`config.mk`:
```
export PLATFORM = sky130hd
export DESIGN_NAME = alu_result_display_flat
export DESIGN_NICKNAME = d
export VERILOG_FILES = /design/src/rtl/alu_result_display_if.sv /design/src/rtl/alu_result_display.sv /design/src/flat_wrapper.sv
export SDC_FILE = /design/constraint.sdc
export NUM_CORES = 1
export LEC_CHECK = 0
export CORE_ASPECT_RATIO = 1.25
export CORE_MARGIN = 2
export CORE_UTILIZATION = 55
export CTS_CLUSTER_DIAMETER = 150
export DETAILED_ROUTE_END_ITERATION = 12
export GPL_TIMING_DRIVEN = 1
export MAX_ROUTING_LAYER = met4
export PLACE_DENSITY = 0.78
export SYNTH_ARGS = -nofsm -noshare
export SYNTH_HDL_FRONTEND = slang
export SYNTH_SLANG_ARGS = --single-unit
```
`constraint.sdc`:
```
create_clock -name clk -period 3.33 [get_ports clk]
set_input_delay 0.333 -clock clk [delete_from_list [all_inputs] [get_ports clk]]
set_output_delay 0.333 -clock clk [all_outputs]
set_load 0.01 [all_outputs]
```
`src/rtl/alu_result_display_if.sv`:
```
// -----------------------------------------------------------------------------
// alu_result_display_if
//   Groups the ALU-result handshake and the display-side outputs of
//   alu_result_display into one bundle.
//
//   Signals:
//     res        4  ALU result nibble, res[0] = LSB
//     cout       1  ALU carry-out, weight 16
//     res_valid  1  res/cout valid this cycle
//     res_ready  1  block accepts a value this cycle
//     done       1  one-cycle pulse: new BCD value loaded into display shadow
//     bcd_tens   4  displayed tens digit (0..3)
//     bcd_units  4  displayed units digit (0..9)
//     seg        7  {g,f,e,d,c,b,a}
//     an         2  digit enable, one-hot: 01 = units, 10 = tens, 00 = blank
//
//   master: the ALU side / test driver (drives res, cout, res_valid)
//   slave : alu_result_display
// -----------------------------------------------------------------------------
interface alu_result_display_if;
    logic [3:0] res;
    logic       cout;
    logic       res_valid;
    logic       res_ready;
    logic       done;
    logic [3:0] bcd_tens;
    logic [3:0] bcd_units;
    logic [6:0] seg;
    logic [1:0] an;

    modport master (
        output res, cout, res_valid,
        input  res_ready, done, bcd_tens, bcd_units, seg, an
    );

    modport slave (
        input  res, cout, res_valid,
        output res_ready, done, bcd_tens, bcd_units, seg, an
    );
endinterface

```
`src/rtl/alu_result_display.sv`:
```
// -----------------------------------------------------------------------------
// alu_result_display
//   Captures a 5-bit ALU result {cout, res} (0..31), converts it to two BCD
//   digits with a sequential double-dabble engine (one bit per clock), and
//   time-multiplexes both digits onto a two-digit 7-segment display.
//
//   Ports:
//     clk   single clock, all state on the rising edge
//     rst   synchronous, active-high reset
//     bus   alu_result_display_if.slave (handshake in, BCD/segment/anode out)
//
//   Parameters:
//     REFRESH_DIV     clocks per digit slot (>= 2)
//     SEG_ACTIVE_LOW  1 = inverted segment drive (common-anode); anodes unaffected
//
//   Build option:
//     BLANK_LEADING_ZERO_EN  when defined, a zero tens digit blanks the tens
//                            slot (seg off, an = 00); slot timing is unchanged.
// -----------------------------------------------------------------------------
module alu_result_display #(
    parameter int REFRESH_DIV    = 1000,
    parameter bit SEG_ACTIVE_LOW = 1'b0
) (
    input  logic                clk,
    input  logic                rst,
    alu_result_display_if.slave bus
);

    localparam int              CNT_W    = (REFRESH_DIV > 1) ? $clog2(REFRESH_DIV) : 1;
    localparam logic [CNT_W-1:0] CNT_LAST = CNT_W'(REFRESH_DIV - 1);

    typedef enum logic {
        IDLE = 1'b0,
        CONV = 1'b1
    } state_t;

    state_t           state;
    state_t           state_nxt;
    logic             accept;
    logic             last_step;
    logic [2:0]       step_cnt;
    logic [4:0]       bin_p0;
    logic [7:0]       bcd_p0;
    logic [7:0]       bcd_adj;
    logic [7:0]       bcd_step;
    logic [3:0]       tens_p1;
    logic [3:0]       units_p1;
    logic             shown;
    logic             done;
    logic             digit_sel;
    logic [CNT_W-1:0] refresh_cnt;
    logic [1:0]       an_d;
    logic [6:0]       seg_raw;

    // Double-dabble correction: a BCD nibble >= 5 would overflow past 9
    // after the next doubling, so pre-add 3.
    function automatic logic [3:0] dabble_adj(input logic [3:0] nib);
        return (nib >= 4'd5) ? nib + 4'd3 : nib;
    endfunction

    function automatic logic [6:0] seg_encode(input logic [3:0] digit);
        case (digit)
            4'd0:    return 7'h3F;
            4'd1:    return 7'h06;
            4'd2:    return 7'h5B;
            4'd3:    return 7'h4F;
            4'd4:    return 7'h66;
            4'd5:    return 7'h6D;
            4'd6:    return 7'h7D;
            4'd7:    return 7'h07;
            4'd8:    return 7'h7F;
            4'd9:    return 7'h6F;
            default: return 7'h00;
        endcase
    endfunction

    function automatic logic [6:0] seg_polarity(input logic [6:0] raw);
        return SEG_ACTIVE_LOW ? ~raw : raw;
    endfunction

    // FSM state register
    always_ff @(posedge clk) begin
        if (rst) begin
            state <= IDLE;
        end else begin
            state <= state_nxt;
        end
    end

    // FSM next state; res_ready already folds in rst so nothing is accepted
    // in a reset cycle.
    always_comb begin
        state_nxt = state;
        accept    = 1'b0;
        last_step = 1'b0;
        case (state)
            IDLE: begin
                if (bus.res_valid && bus.res_ready) begin
                    accept    = 1'b1;
                    state_nxt = CONV;
                end
            end
            CONV: begin
                if (step_cnt == 3'd4) begin
                    last_step = 1'b1;
                    state_nxt = IDLE;
                end
            end
            default: state_nxt = IDLE;
        endcase
    end

    // Stage p0: one double-dabble iteration, next value bit taken MSB first
    always_comb begin
        bcd_adj  = {dabble_adj(bcd_p0[7:4]), dabble_adj(bcd_p0[3:0])};
        bcd_step = (bcd_adj << 1) | {7'd0, bin_p0[4]};
    end

    always_ff @(posedge clk) begin
        if (accept) begin
            bin_p0 <= {bus.cout, bus.res};
            bcd_p0 <= 8'd0;
        end else if (state == CONV) begin
            bin_p0 <= bin_p0 << 1;
            bcd_p0 <= bcd_step;
        end
    end

    // Stage p1: display shadow, only updated on the final iteration so the
    // display never shows a partial conversion
    always_ff @(posedge clk) begin
        if (rst) begin
            step_cnt <= 3'd0;
            done     <= 1'b0;
            tens_p1  <= 4'd0;
            units_p1 <= 4'd0;
            shown    <= 1'b0;
        end else begin
            done <= last_step;
            if (accept) begin
                step_cnt <= 3'd0;
            end else if (state == CONV) begin
                step_cnt <= step_cnt + 3'd1;
            end
            if (last_step) begin
                tens_p1  <= bcd_step[7:4];
                units_p1 <= bcd_step[3:0];
                shown    <= 1'b1;
            end
        end
    end

    // Scan timing: free-running slot counter, digit select toggles at wrap
    always_ff @(posedge clk) begin
        if (rst) begin
            refresh_cnt <= '0;
            digit_sel   <= 1'b0;
        end else if (refresh_cnt == CNT_LAST) begin
            refresh_cnt <= '0;
            digit_sel   <= ~digit_sel;
        end else begin
            refresh_cnt <= refresh_cnt + 1'b1;
        end
    end

    // Segment and anode are both decoded from the same registered state, so
    // they switch together on the edge that moves digit_sel.
    always_comb begin
        an_d    = 2'b00;
        seg_raw = 7'h00;
        if (shown) begin
            if (!digit_sel) begin
                an_d    = 2'b01;
                seg_raw = seg_encode(units_p1);
            end else begin
`ifdef BLANK_LEADING_ZERO_EN
                if (tens_p1 != 4'd0) begin
                    an_d    = 2'b10;
                    seg_raw = seg_encode(tens_p1);
                end
`else
                an_d    = 2'b10;
                seg_raw = seg_encode(tens_p1);
`endif
            end
        end
    end

    assign bus.res_ready = (state == IDLE) && !rst;
    assign bus.done      = done;
    assign bus.bcd_tens  = tens_p1;
    assign bus.bcd_units = units_p1;
    assign bus.an        = an_d;
    assign bus.seg       = seg_polarity(seg_raw);

endmodule

```
`src/flat_wrapper.sv`:
```
// flat-port wrapper written by rule: the top's interface ports become plain ports
module alu_result_display_flat 
#(
    parameter int REFRESH_DIV    = 1000,
    parameter bit SEG_ACTIVE_LOW = 1'b0
)
  (clk, rst, bus_res, bus_cout, bus_res_valid, bus_res_ready, bus_done, bus_bcd_tens, bus_bcd_units, bus_seg, bus_an);
  alu_result_display_if bus_i ();
  input  logic clk;
  input  logic rst;
  input wire logic [$bits(bus_i.res)-1:0] bus_res;
  input wire logic [$bits(bus_i.cout)-1:0] bus_cout;
  input wire logic [$bits(bus_i.res_valid)-1:0] bus_res_valid;
  output wire logic [$bits(bus_i.res_ready)-1:0] bus_res_ready;
  output wire logic [$bits(bus_i.done)-1:0] bus_done;
  output wire logic [$bits(bus_i.bcd_tens)-1:0] bus_bcd_tens;
  output wire logic [$bits(bus_i.bcd_units)-1:0] bus_bcd_units;
  output wire logic [$bits(bus_i.seg)-1:0] bus_seg;
  output wire logic [$bits(bus_i.an)-1:0] bus_an;
  assign bus_i.res = bus_res;
  assign bus_i.cout = bus_cout;
  assign bus_i.res_valid = bus_res_valid;
  assign bus_res_ready = bus_i.res_ready;
  assign bus_done = bus_i.done;
  assign bus_bcd_tens = bus_i.bcd_tens;
  assign bus_bcd_units = bus_i.bcd_units;
  assign bus_seg = bus_i.seg;
  assign bus_an = bus_i.an;
  alu_result_display #(.REFRESH_DIV(REFRESH_DIV), .SEG_ACTIVE_LOW(SEG_ACTIVE_LOW)) u_core (.clk(clk), .rst(rst), .bus(bus_i));
endmodule
```
==> impl_metrics.json <==
{
  "run_status": "finished clean",
  "post-dp-hpwl_um": 3372,
  "avgSynthCellArea_sq_um": 9.508,
  "insertion_delay_ns": 0.30,
  "synth_area_leader_cell": "dfxtp_1",
  "criticalPathCategory": "register to register",
  "synth_top_family_by_area": "compound AO/OA/AOI/OAI gates",
  "final_max_slew_viol_count": 0,
  "synth_compound_area_share_pct": 17.99,
  "drc_errors": 0,
  "coreArea_sq_um": 4425,
  "start_util_pct": 57.37,
  "synthAdderAreaFrac_pct": 9.364,
  "crit_family": "compound AO/OA/AOI/OAI gates",
  "cts_resized": 0,
  "period_needed_ns": 2.543,
  "slew_headroom_pct": 62.55,
  "cp.required_ns": 3.52,
  "wl_met2_um": 2131,
  "area_growth_pct": 16.12,
  "synth_area_leaders": "dfxtp_1, ha_1, edfxtp_1",
  "combPwrFrac_pct": 15.9,
  "cts_tree": "done",
  "grt_max_degree": 16,
  "worstPathArrival_ns": 2.73,
  "power_density_nw_per_um2": 458.9,
  "hold_class": "register to register",
  "ant_nets": 0,
  "syn_inst": 267,
  "overflow": 0,
  "drt_iter0_drc": 39,
  "muxShareOfSynthArea_pct": 5.323,
  "postCtsSetupRepairBufs": 0,
  "swShare_pct": 26.97,
  "tns_ns": 0,
  "yosys-top-cells-count": "dfxtp_1, nand2_1, ha_1",
  "syn-num-nets": 294,
  "met3_length_um": 100,
  "synth_most_common_cell": "dfxtp_1",
  "crit_chain": "inv_1 > ha_1 > nand2b_1 > a21oi_1 > xnor2_1 > o21ai_0 > inv_1 > ha_1 > or3_1 > o311ai_0",
  "clock_skew_ns": 0.009788,
  "cp_slowest_cell": "o21ai_0",
  "rsz0062_at_grt": "false",
  "synthFlopType": "dfxtp_1",
  "p_seq_share_pct": 53.7,
  "fin_util_pct": 66.61,
  "grt_pass1_wl_um": 7665,
  "place_congestion": 0.8727,
  "rrSetupSlack_ns": 0.79,
  "pwr-share-clk_pct": 30.4,
  "route.vias.total": 1849,
  "grt_pass1_vias": 1772,
  "clock-root-buffer": "clkbuf_8",
  "nets": 321,
  "startpoint": "u_core.bcd_p0[5]$_SDFFE_PP0P_",
  "path_depth": 10,
  "die_area_sq_um": 5179,
  "power_switching_uw": 364.9,
  "synth-xor-area-share_pct": 3.105,
  "drive_above_1_share_pct": 8.136,
  "numCtsBuffers": 5,
  "ios": 27,
  "nFillCells": 390,
  "r2r_cells": 10,
  "cp-start-kind": "register",
  "cts.sinks": 52,
  "htreeDepth": 2,
  "yosysUniqueCellTypes": 55,
  "num_antenna_cells": 0,
  "yosys.area_share.simple_pct": 16.46,
  "wire_per_inst_um": 12.26,
  "die_w_um": 64.77,
  "cts_hold_buffers": 0,
  "rr_startpoint": "u_core.bcd_p0[5]$_SDFFE_PP0P_",
  "ir_worst_vdd_uv": 267.9,
  "cp.buffers_inverters": 2,
  "syn-cell-area_sq_um": 2539,
  "final_cell_area_sq_um": 2948,
  "fmax_mhz": 393.2,
  "top_layer": "met4",
  "worstMarginPinSlew_ns": 0.5591,
  "yosys.area.top_type_share_pct": 37.06,
  "viasPerCell": 5.238,
  "leakage_nw": 1.182,
  "synth_edf_count": 5,
  "synth-seq-cells": 52,
  "post-route-period-util_pct": 76.38,
  "cp_max_fo": 4,
  "p_int_uw": 988.0,
  "slowest_delay_ns": 0.38,
  "placed_area_sq_um": 2840,
  "yosysWarnings": 0,
  "register_area_sq_um": 1091,
  "grt_use_total_pct": 19.51,
  "die_h_um": 79.96,
  "ys_async_sr_fraction_pct": 0,
  "path_clk_slew_ns": 0.09,
  "maxCapViolCount": 0,
  "hold_slack_ns": 0.4618,
  "setup_violations": 0,
  "clock_path_buffers": 2,
  "multi_input_area_sq_um": 1326,
  "worst_setup_path_end_kind": "register",
  "wl_um": 4329,
  "timing_hold_violations_final": 0,
  "port_buffers": 26,
  "antenna_found_initial": 0,
  "wl_met1_um": 2020,
  "drt-pass1-iter-count": 4,
  "rows": 27,
  "ys_seq_area_share_pct": 42.98
}
==> layout by cell type (no fill, tap or decap), types with 8 or more instances in the layout <==
cell / instances
inv_1: 17
nor2b_1: 8
nor2_1: 15
mux2i_1: 9
nand2_1: 23
dfxtp_1: 47
clkdlybuf4s50_1: 26
ha_1: 19
o21ai_0: 16
a21oi_1: 16
a21o_1: 8
==> worst reg2reg max path, delay by kind of cell (launching register included) <==
kind | cells | cell delay [ns]
AOI/OAI and AO/OA | 3 | 0.76
xor gates and xnor gates | 1 | 0.18
adders and majority gates | 2 | 0.39
buffers and inverters | 2 | 0.22
DFF | 1 | 0.35
and+or+nand+nor | 2 | 0.55
==> how the worst min path moves through the flow <==
| stage | startpoint | to | slack [ns] | depth (start not counted) |
|---|---|---|---|---|
| after floorplan | u_core.refresh_cnt[0]$_SDFF_PP0_ | u_core.refresh_cnt[0]$_SDFF_PP0_ | 0.42 | 1 |
| after global placement | u_core.refresh_cnt[0]$_SDFF_PP0_ | u_core.refresh_cnt[0]$_SDFF_PP0_ | 0.43 | 1 |
| after detailed placement | u_core.refresh_cnt[0]$_SDFF_PP0_ | u_core.refresh_cnt[0]$_SDFF_PP0_ | 0.45 | 1 |
| after CTS | u_core.refresh_cnt[0]$_SDFF_PP0_ | u_core.refresh_cnt[0]$_SDFF_PP0_ | 0.47 | 1 |
| after global routing | u_core.refresh_cnt[0]$_SDFF_PP0_ | u_core.refresh_cnt[0]$_SDFF_PP0_ | 0.49 | 1 |
| final | u_core.refresh_cnt[0]$_SDFF_PP0_ | u_core.refresh_cnt[0]$_SDFF_PP0_ | 0.46 | 1 |
==> power groups by stage <==
stage               Sequential (mW)  Clock [mW]  Combinational (mW)
detailed placement            0.740           0               0.214
global placement              0.738           0               0.207
finish                        0.726       0.411               0.215
CTS                           0.725       0.428               0.215
floorplan                     0.722           0               0.179
global route                  0.733       0.450               0.250
==> per-stage QoR <==
step                      std cells  power [mW]  setup slack (ns)
after floorplan                 267      0.9005             1.069
after global placement          345      0.9447            0.8459
after detailed placement        345      0.9538            0.7570
after CTS                       353       1.367            0.8033
after global routing            353       1.434            0.4380
final                           353       1.353            0.7865
==> cells by family (layout without fill, tap and decap cells) <==
group                      after synthesis  count (layout)
AOI/OAI and AO/OA                       68              68
xor gates and xnor gates                 9               9
adders and majority gates               19              19
buffers and inverters                   27              55
DFF                                     52              52
muxes                                   13              13
and+or+nand+nor                         79              79
==> per-layer routing <==
layer,vias up,global-route usage [%]
met5,-,-
met4,0,8.085
met3,7,3.526
met2,25,33.09
met1,833,22.66
li1,984,-
==> final cells by class <==
class | count | area share [%]
Timing Repair Buffer | 29 | 9.593
Sequential cell | 52 | 37.01
Inverter | 18 | 2.292
Clock inverter | 2 | 1.188
Multi-Input combinational cell | 188 | 44.99
Clock buffer | 6 | 2.462
Tap cell | 58 | 2.462
No activity file was read; power rests on OpenSTA's default activity.
